`src/rtl/uart_prog_loader.sv`:
```
// UART 8N1 boot loader: receives bytes, packs them little-endian into 32-bit words
// and writes them over the upg_* bus until the image is complete or the line idles.
module uart_prog_loader #(
  parameter int unsigned CLKS_PER_BIT = 104,
  parameter int unsigned WORD_COUNT   = 32768,
  parameter int unsigned IDLE_TIMEOUT = 1000000
) (
  input  logic        clk,
  input  logic        rst,
  input  logic        rx,
  output logic        upg_wen_o,
  output logic [14:0] upg_adr_o,
  output logic [31:0] upg_dat_o,
  output logic        upg_done_o,
  output logic        frame_err_o
);

  localparam int unsigned CNT_W = (CLKS_PER_BIT > 1) ? $clog2(CLKS_PER_BIT) : 1;
  localparam int unsigned TO_W  = $clog2(IDLE_TIMEOUT + 1);

  typedef enum logic [1:0] {IDLE, START, DATA, STOP} state_t;

  state_t            state;
  logic              rx_meta;
  logic              rxs;
  logic [CNT_W-1:0]  clk_cnt;
  logic [2:0]        bit_cnt;
  logic [7:0]        shift;
  logic [1:0]        byte_cnt;
  logic [23:0]       word_buf;
  logic [14:0]       word_cnt;
  logic [TO_W-1:0]   to_cnt;
  logic              sample_c;
  logic              byte_vld_c;
  logic              frame_bad_c;

  // Two-flop synchronizer; resets to the idle-high line level
  always_ff @(posedge clk) begin
    if (rst) begin
      rx_meta <= 1'b1;
      rxs     <= 1'b1;
    end else begin
      rx_meta <= rx;
      rxs     <= rx_meta;
    end
  end

  assign sample_c    = (clk_cnt == CNT_W'(CLKS_PER_BIT - 1));
  assign byte_vld_c  = (state == STOP) && sample_c && rxs && !upg_done_o;
  assign frame_bad_c = (state == STOP) && sample_c && !rxs && !upg_done_o;

  // Receiver FSM
  always_ff @(posedge clk) begin
    if (rst) begin
      state       <= IDLE;
      clk_cnt     <= '0;
      bit_cnt     <= '0;
      shift       <= '0;
      frame_err_o <= 1'b0;
    end else begin
      case (state)
        IDLE: begin
          clk_cnt <= '0;
          bit_cnt <= '0;
          if (!rxs) state <= START;
        end
        START: begin
          if (clk_cnt == CNT_W'(CLKS_PER_BIT / 2 - 1)) begin
            clk_cnt <= '0;
            state   <= rxs ? IDLE : DATA;
          end else begin
            clk_cnt <= clk_cnt + CNT_W'(1);
          end
        end
        DATA: begin
          if (sample_c) begin
            clk_cnt <= '0;
            shift   <= {rxs, shift[7:1]};
            bit_cnt <= bit_cnt + 3'd1;
            if (bit_cnt == 3'd7) state <= STOP;
          end else begin
            clk_cnt <= clk_cnt + CNT_W'(1);
          end
        end
        STOP: begin
          if (sample_c) begin
            clk_cnt <= '0;
            state   <= IDLE;
            if (frame_bad_c) frame_err_o <= 1'b1;
          end else begin
            clk_cnt <= clk_cnt + CNT_W'(1);
          end
        end
        default: state <= IDLE;
      endcase
    end
  end

  // Word assembly, write strobe and completion/idle timeout
  always_ff @(posedge clk) begin
    if (rst) begin
      byte_cnt   <= '0;
      word_buf   <= '0;
      word_cnt   <= '0;
      to_cnt     <= '0;
      upg_wen_o  <= 1'b0;
      upg_adr_o  <= '0;
      upg_dat_o  <= '0;
      upg_done_o <= 1'b0;
    end else begin
      upg_wen_o <= 1'b0;
      if (byte_vld_c) begin
        to_cnt <= '0;
        case (byte_cnt)
          2'd0: word_buf[7:0]   <= shift;
          2'd1: word_buf[15:8]  <= shift;
          2'd2: word_buf[23:16] <= shift;
          default: begin
            upg_wen_o <= 1'b1;
            upg_adr_o <= word_cnt;
            upg_dat_o <= {shift, word_buf};
            word_cnt  <= word_cnt + 15'd1;
            if (word_cnt == 15'(WORD_COUNT - 1)) upg_done_o <= 1'b1;
          end
        endcase
        byte_cnt <= byte_cnt + 2'd1;
      end else if (state == IDLE && !upg_done_o) begin
        // Only a line that has already delivered a word may time out
        if (to_cnt == TO_W'(IDLE_TIMEOUT - 1) && word_cnt != '0) begin
          upg_done_o <= 1'b1;
          byte_cnt   <= '0;
        end
        if (to_cnt != TO_W'(IDLE_TIMEOUT)) to_cnt <= to_cnt + TO_W'(1);
      end
    end
  end

endmodule

```
`config.mk`:
```
export PLATFORM = sky130hd
export DESIGN_NAME = uart_prog_loader
export DESIGN_NICKNAME = d
export VERILOG_FILES = /design/src/rtl/uart_prog_loader.sv
export SDC_FILE = /design/constraint.sdc
export NUM_CORES = 1
export LEC_CHECK = 0
export CORE_ASPECT_RATIO = 1.4
export CORE_MARGIN = 2
export CORE_UTILIZATION = 36
export DETAILED_ROUTE_END_ITERATION = 12
export GPL_ROUTABILITY_DRIVEN = 0
export HOLD_SLACK_MARGIN = 0.1
export PLACE_DENSITY = 0.54
export SLEW_MARGIN = 20
export SYNTH_ARGS = -nofsm -noshare
export SYNTH_HDL_FRONTEND = slang
export SYNTH_SLANG_ARGS = --single-unit
```
`constraint.sdc`:
```
create_clock -name clk -period 3.25 [get_ports clk]
set_clock_uncertainty 0.2 [all_clocks]
set_input_delay 0.8125 -clock clk [delete_from_list [all_inputs] [get_ports clk]]
set_output_delay 0.8125 -clock clk [all_outputs]
set_load 0.1 [all_outputs]
```
==> results of run 1 <==
worst max path at each step:
stage                                 endpoint  slack (ns)  cells past startpoint                     from
finish              upg_dat_o[21]$_SDFFE_PP0P_        0.74                      7    clk_cnt[0]$_SDFF_PP0_
detailed placement  upg_dat_o[21]$_SDFFE_PP0P_        0.74                      7    clk_cnt[0]$_SDFF_PP0_
global route          word_cnt[0]$_SDFFE_PP0P_        0.53                      7    clk_cnt[0]$_SDFF_PP0_
CTS                 upg_dat_o[21]$_SDFFE_PP0P_        0.73                      7    clk_cnt[0]$_SDFF_PP0_
global placement      word_cnt[0]$_SDFFE_PP0P_        0.81                      7    clk_cnt[0]$_SDFF_PP0_
floorplan            upg_adr_o[3]$_SDFFE_PP0P_        0.74                      9  upg_done_o$_SDFFE_PP0P_
through the flow:
step,utilization (%),instance area (um^2)
floorplan,-,5395
global placement,40.62,5919
detailed placement,40.62,5919
CTS,44.43,6475
global route,44.43,6475
finish,44.43,6475
critical path: stages, from the launching register on:
cell and delay, ns:
dfxtp_1 0.37, ha_1 0.28, nand3b_4 0.15, or4_1 0.68, or2_1 0.28, buf_4 0.22, nand2_1 0.10, a21oi_1 0.07
state kept, by name, summed over array words and instances, names as in the netlist, named ones only:
signal	count
bit_cnt	3
byte_cnt	2
clk_cnt	7
frame_err_o	1
rx_meta	1
rxs	1
shift	8
state	1
to_cnt	20
upg_adr_o	15
upg_dat_o	32
upg_done_o	1
upg_wen_o	1
word_buf	24
word_cnt	15
layer usage:
layer | vias up | wire [um]
met5 | - | 0
met4 | 0 | 136
met3 | 9 | 342
met2 | 60 | 5954
met1 | 2054 | 5321
li1 | 2285 | -
final cells by class:
| type | count | share of cell area (%) |
|---|---|---|
| Clock inverter | 10 | 1.681 |
| Clock buffer | 20 | 6.899 |
| Sequential cell | 133 | 41.12 |
| Tap cell | 189 | 3.652 |
| Inverter | 12 | 0.6957 |
| Timing Repair Buffer | 61 | 7.111 |
| Multi-Input combinational cell | 466 | 38.84 |
placed cells by master, fill, tap and decap left out, drive strengths merged, types with 3 or more instances in the layout:
| cell | n |
|---|---|
| a21oi | 79 |
| a22oi | 4 |
| and3 | 4 |
| and4 | 5 |
| buf | 60 |
| clkbuf | 20 |
| clkinv | 6 |
| dfxtp | 133 |
| ha | 11 |
| inv | 12 |
| mux2i | 9 |
| nand2 | 143 |
| nand3 | 45 |
| nand3b | 4 |
| nand4 | 10 |
| nand4b | 3 |
| nor2 | 59 |
| nor3 | 9 |
| nor4 | 10 |
| nor4b | 3 |
| o2111ai | 3 |
| o21ai | 9 |
| or2 | 3 |
| or3 | 7 |
| xnor2 | 14 |
| xor2 | 17 |
cells by family after synthesis:
logic type | Yosys count
flops | 133
buf+inv | 52
fa+ha+maj | 11
compound gates | 101
simple gates | 312
xor+xnor | 31
mux | 11
power by group through the flow:
stage / logic (W) / registers (W) / clock network [W]
6_report: 0.0000615 / 0.00165 / 0.00180
5_1_grt: 0.0000699 / 0.00165 / 0.00192
4_1_cts: 0.0000627 / 0.00165 / 0.00185
3_5_place_dp: 0.0000624 / 0.00168 / 0
3_3_place_gp: 0.0000607 / 0.00168 / 0
2_1_floorplan: 0.0000497 / 0.00168 / 0
==> metrics.yaml, run 1 <==
outcome:
  run_status: "finished, final reports clean"
timing:
  timing.final.crit_share_pct: 77.12
  fin_tns_setup_ns: 0
  layout_setup_ws_ns: 0.7436
  slew_headroom_pct: 58.09
  rsz0062_at_grt: "false"
  drv_slew: 0
  hold_violations: 0
  worst_pin_slew_ns: 0.6221
  max_freq_mhz: 399.0
  min_period_ns: 2.506
  finalSetupViolCount: 0
  hold-worst-slack_ns: 0.2051
global_routing:
  grt_pass1_wl_um: 19870
  antenna_found_initial: 0
  globalRouteTotalUtil_pct: 15.40
  grtUsageMet1_pct: 18.46
  grt_use_met3_pct: 3.801
  gr-total-overflow: 0
  busiest_layer: "met2"
  grt_max_degree: 57
  grt_use_met2_pct: 26.74
  grt_pass1_vias: 4179
synth:
  synthCells: 651
  synth_warnings: 0
  synth_nets: 665
  synth_mux_area_share_pct: 2.087
  yosys.area.top_type: "dfxtp_1"
  synth_top_family_by_area: "simple AND/OR/NAND/NOR gates"
  synthFlopType: "dfxtp_1"
  synth-compound-area-share_pct: 10.04
  synthAdderAreaFrac_pct: 2.551
  synth-seq-cells: 133
  synthTopCellsByCount: "nand2_1, dfxtp_1, a21oi_1, nor2_1, nand3_1"
  netlist_area_mm2: 0.005395
  post-synth-top-count-cell: "nand2_1"
  yosysSeqAreaShare_pct: 49.35
  async_flop_share_pct: 0
  synthTopCellsByArea: "dfxtp_1, nand2_1, a21oi_1"
  synth_edf_count: 0
  synth-simple-area-share_pct: 26.72
  synth_top_area_share_pct: 49.35
  yosysUniqueCellTypes: 44
  avgSynthCellArea_um2: 8.288
  yosys.area_share.xor_xnor_pct: 5.032
drt:
  routedWlPerCell_um: 13.19
  vias: 4408
  drtPass1Iterations: 4
  ant_nets: 0
  drt_wl_total_um: 11760
  via_per_inst: 4.947
  drt_iter0_drc: 228
  route.detailed.drc: 0
clock_tree:
  htreeDepth: 4
  cts_hold_buf: 0
  post_cts_resized: 0
  post_cts_buffers: 0
  clk_pin_slew_ns: 0.06
  cts_tree: "yes"
  root_buffer: "clkbuf_16"
  cts_sinks: 133
  clock_latency_ns: 0.41
  cts_buffer_depth: 2
  numCtsBuffers: 17
floorplanning:
  dieHeight_um: 148.9
  dieWidth_um: 107.5
  coreArea_mm2: 0.01457
  initial_utilization_pct: 37.02
  ios: 53
  dieArea_mm2: 0.01600
  rows: 52
finish:
  stdcell_count: 891
  register_area_mm2: 0.002663
  area_growth_pct: 20.01
  n_antenna_cell: 0
  multiInputGateArea_mm2: 0.002515
  final_nets: 705
  n_fill_cell: 1493
  drive_above_1_share_pct: 13.96
power_and_ir_drop:
  p_sw_share_pct: 20.59
  intPower_w: 0.002788
  p_total_w: 0.003511
  worst_ir_drop_vdd_uv: 240.3
  seqPwrFrac_pct: 47.0
  power_frac_clock_pct: 51.3
  p_per_area_mw_per_mm2: 542.3
  p_sw_w: 0.0007229
  p_comb_share_pct: 1.8
  p_leak_nw: 2.289
worst_hold_path:
  whs_endpoint: "rxs$_SDFF_PP1_"
  whs_path_depth: 1
  worstHoldStart: "rx_meta$_SDFF_PP1_"
  hold_path.class: "reg2reg"
critical_path:
  rr_worst_depth: 7
  r2r-end: "upg_dat_o[21]$_SDFFE_PP0P_"
  r2r-start: "clk_cnt[0]$_SDFF_PP0_"
  critPathArrivalTime_ns: 2.57
  critPathKind: "reg2reg"
  critPathMaxFanout: 27
  cp-end-kind: "flip-flop"
  crit_required_ns: 3.31
  r2r_slack_ns: 0.74
  critPathLaunchType: "flip-flop"
placement:
  hpwl_um: 8093
  post-place-ws_ns: 0.7396
  dp_cells: 861
  portBuffers: 52
flow_run:
  drv_cap: 0
(Power assumes the default switching activity.)
==> inputs of run 2 (changes only) <==
- clock period: 3.25 -> 2.4 ns (I/O delays scaled with it)
==> run 2 against run 1 <==
Compared with the run above:
- final cell count is 1.6% higher
- critical path depth grew 1
- highest routed layer unchanged
- clock-buffer cell count is 2 lower
- critical path type unchanged
- setup slack worse by 0.57 ns
- maximum frequency up 13%
- sequential power increased by 35%
- largest cell class unchanged
- design area grew 3.0%
- clock power up 42%
==> metrics.yaml, run 2 (synthesized netlist as in run 1, its figures left out) <==
critical_path:
  crit_required_ns: 2.49  # -0.82 ns
  cp_num_buf_inv: 2  # +1
  critPathArrivalTime_ns: 2.31  # -0.26 ns
  critPathMaxStageDelay_ns: 0.54  # -0.14 ns
  critPathLaunchType: "flip-flop"
  cpLargestDelayFamily: "simple AND/OR/NAND/NOR gates"
  critPathMaxFanout: 25  # -7.4%
  path_cells: "ha_4 > nand3b_4 > or4_1 > buf_4 > nor2_4 > buf_12 > xnor2_1 > nor2_1"
  critPathKind: "reg2reg"
  cp-end-kind: "flip-flop"
  slowest_stage: "or4_1"
drt:
  drt_iter0_drc: 201  # -12%
  drt_wl_total_um: 11990  # +2.0%
  route.detailed.drc: 0  # unchanged
  vias: 4440  # +0.73%
  routedWlPerCell_um: 13.25  # +0.44%
  via_per_inst: 4.906  # -0.83%
  ant_nets: 0  # unchanged
  drtPass1Iterations: 4  # unchanged
timing:
  finalSetupViolCount: 0  # unchanged
  drv_slew: 0  # unchanged
  max_freq_mhz: 449.1  # +13%
  hold_violations: 0  # unchanged
  fin_tns_setup_ns: 0  # unchanged
  rsz0062_at_grt: "false"
  worst_pin_slew_ns: 0.7507  # +0.1286 ns
  min_period_ns: 2.227  # -0.2795 ns
  hold-worst-slack_ns: 0.2068  # +0.001681 ns
  timing.final.crit_share_pct: 92.79  # +16 points
  slew_headroom_pct: 49.43  # -8.7 points
placement:
  hpwl_um: 8396  # +3.7%
  portBuffers: 52  # unchanged
  placed_cell_area_mm2: 0.006051  # +2.2%
  dp_cells: 873  # +1.4%
global_routing:
  grt_max_degree: 100  # +75%
  grt_use_met2_pct: 26.74  # unchanged
  gr-total-overflow: 0  # unchanged
  grtUsageMet1_pct: 18.35  # -0.12 points
  grt_use_met3_pct: 4.281  # +0.48 points
  grt_pass1_vias: 4121  # -1.4%
  globalRouteTotalUtil_pct: 15.48  # +0.073 points
  grt_pass1_wl_um: 19670  # -1.0%
  antenna_found_initial: 0  # unchanged
  busiest_layer: "met2"
floorplanning:
  dieHeight_um: 148.9  # unchanged
  ios: 53  # unchanged
  initial_utilization_pct: 37.02  # unchanged
  dieArea_mm2: 0.01600  # unchanged
  dieWidth_um: 107.5  # unchanged
  rows: 52  # unchanged
  coreArea_mm2: 0.01457  # unchanged
finish:
  final_cell_mix: "nand2_1, dfxtp_1, a21oi_1"
  top_register: "upg_dat_o"
  n_antenna_cell: 0  # unchanged
  stdcell_count: 905  # +1.6%
  final_nets: 717  # +1.7%
  reg_top3: "upg_dat_o x32, word_buf x24, to_cnt x20"
  final_common_cell: "nand2_1"
  final_cell_area_mm2: 0.006669  # +3.0%
  area_growth_pct: 23.61
  drive_above_1_share_pct: 16.62  # +2.7 points
  largest_register_ffs: 32  # unchanged
power_and_ir_drop:
  worst_ir_drop_vdd_uv: 337.9  # +41%
  p_total_w: 0.004881  # +39%
  p_sw_w: 0.001068  # +48%
  seqPwrFrac_pct: 45.7  # -1.3 points
  p_leak_nw: 2.378  # +3.9%
  power_frac_clock_pct: 52.4  # +1.1 points
  p_per_area_mw_per_mm2: 731.9  # +35%
  intPower_w: 0.003813  # +37%
  p_sw_share_pct: 21.88  # +1.3 points
  p_comb_share_pct: 1.9  # about the same
outcome:
  run_status: "finished, final reports clean"
clock_tree:
  cts_buffer_depth: 2  # unchanged
  cts_sinks: 133  # unchanged
  numCtsBuffers: 17  # unchanged
  clk_pin_slew_ns: 0.06  # about the same
  post_cts_buffers: 0  # unchanged
  cts_tree: "yes"
  root_buffer: "clkbuf_16"
  htreeDepth: 4  # unchanged
  clock_latency_ns: 0.41  # about the same
flow_run:
  drv_cap: 0  # unchanged
worst_hold_path:
  hold_path.class: "reg2reg"
-- run 2: cell types whose count changed in the layout (fill, tap and decap cells not counted), sizes merged --
cell      delta
clkinvlp     +3
inv          +4
clkbuf       -2
buf         +12
clkinv       -3
-- run 2: timing repair --
item	in CTS	in global routing
hold buffers	0	0
gates resized for setup	0	5
endpoints found under the setup margin	0	24
-- run 2: power by group through the flow --
stage | clock (W) | sequential, W | combinational [W]
detailed placement | 0 | 0.00228 | 0.0000955
global route | 0.00272 | 0.00223 | 0.000107
CTS | 0.00262 | 0.00223 | 0.0000963
finish | 0.00256 | 0.00223 | 0.0000949
floorplan | 0 | 0.00227 | 0.0000674
global placement | 0 | 0.00228 | 0.0000938
-- run 2: layer usage --
layer / up-vias / share of wire [%]
met3: 6 / 2.9
met2: 56 / 52
li1: 2308 / -
met4: 0 / 0.80
met1: 2070 / 44
met5: - / 0
-- run 2: cell type report --
cell class | count | area [um^2]
Clock inverter | 14 | 151.4
Fill cell | 1498 | 7905
Tap cell | 189 | 236.5
Timing Repair Buffer | 73 | 588.1
Multi-Input combinational cell | 466 | 2542
Sequential cell | 133 | 2666
Clock buffer | 18 | 439.2
Inverter | 12 | 45.04
-- run 2: through the flow --
step / utilization, % / worst slack, ns
after floorplan: - / 0.03069
after global placement: 41.52 / 0.1134
after detailed placement: 41.52 / 0.03175
after CTS: 45.57 / 0.03012
after global routing: 45.76 / 0.003357
final: 45.76 / 0.1731
-- run 2: worst paths after layout --
kind / start / to / slack, ns / cells past startpoint
worst max-delay path: clk_cnt[0]$_SDFF_PP0_ / word_cnt[0]$_SDFFE_PP0P_ / 0.17 / 8
worst min-delay path: rx_meta$_SDFF_PP1_ / rxs$_SDFF_PP1_ / 0.21 / 1
worst max register to register: clk_cnt[0]$_SDFF_PP0_ / word_cnt[0]$_SDFFE_PP0P_ / 0.17 / 8
worst min register to register: rx_meta$_SDFF_PP1_ / rxs$_SDFF_PP1_ / 0.21 / 1
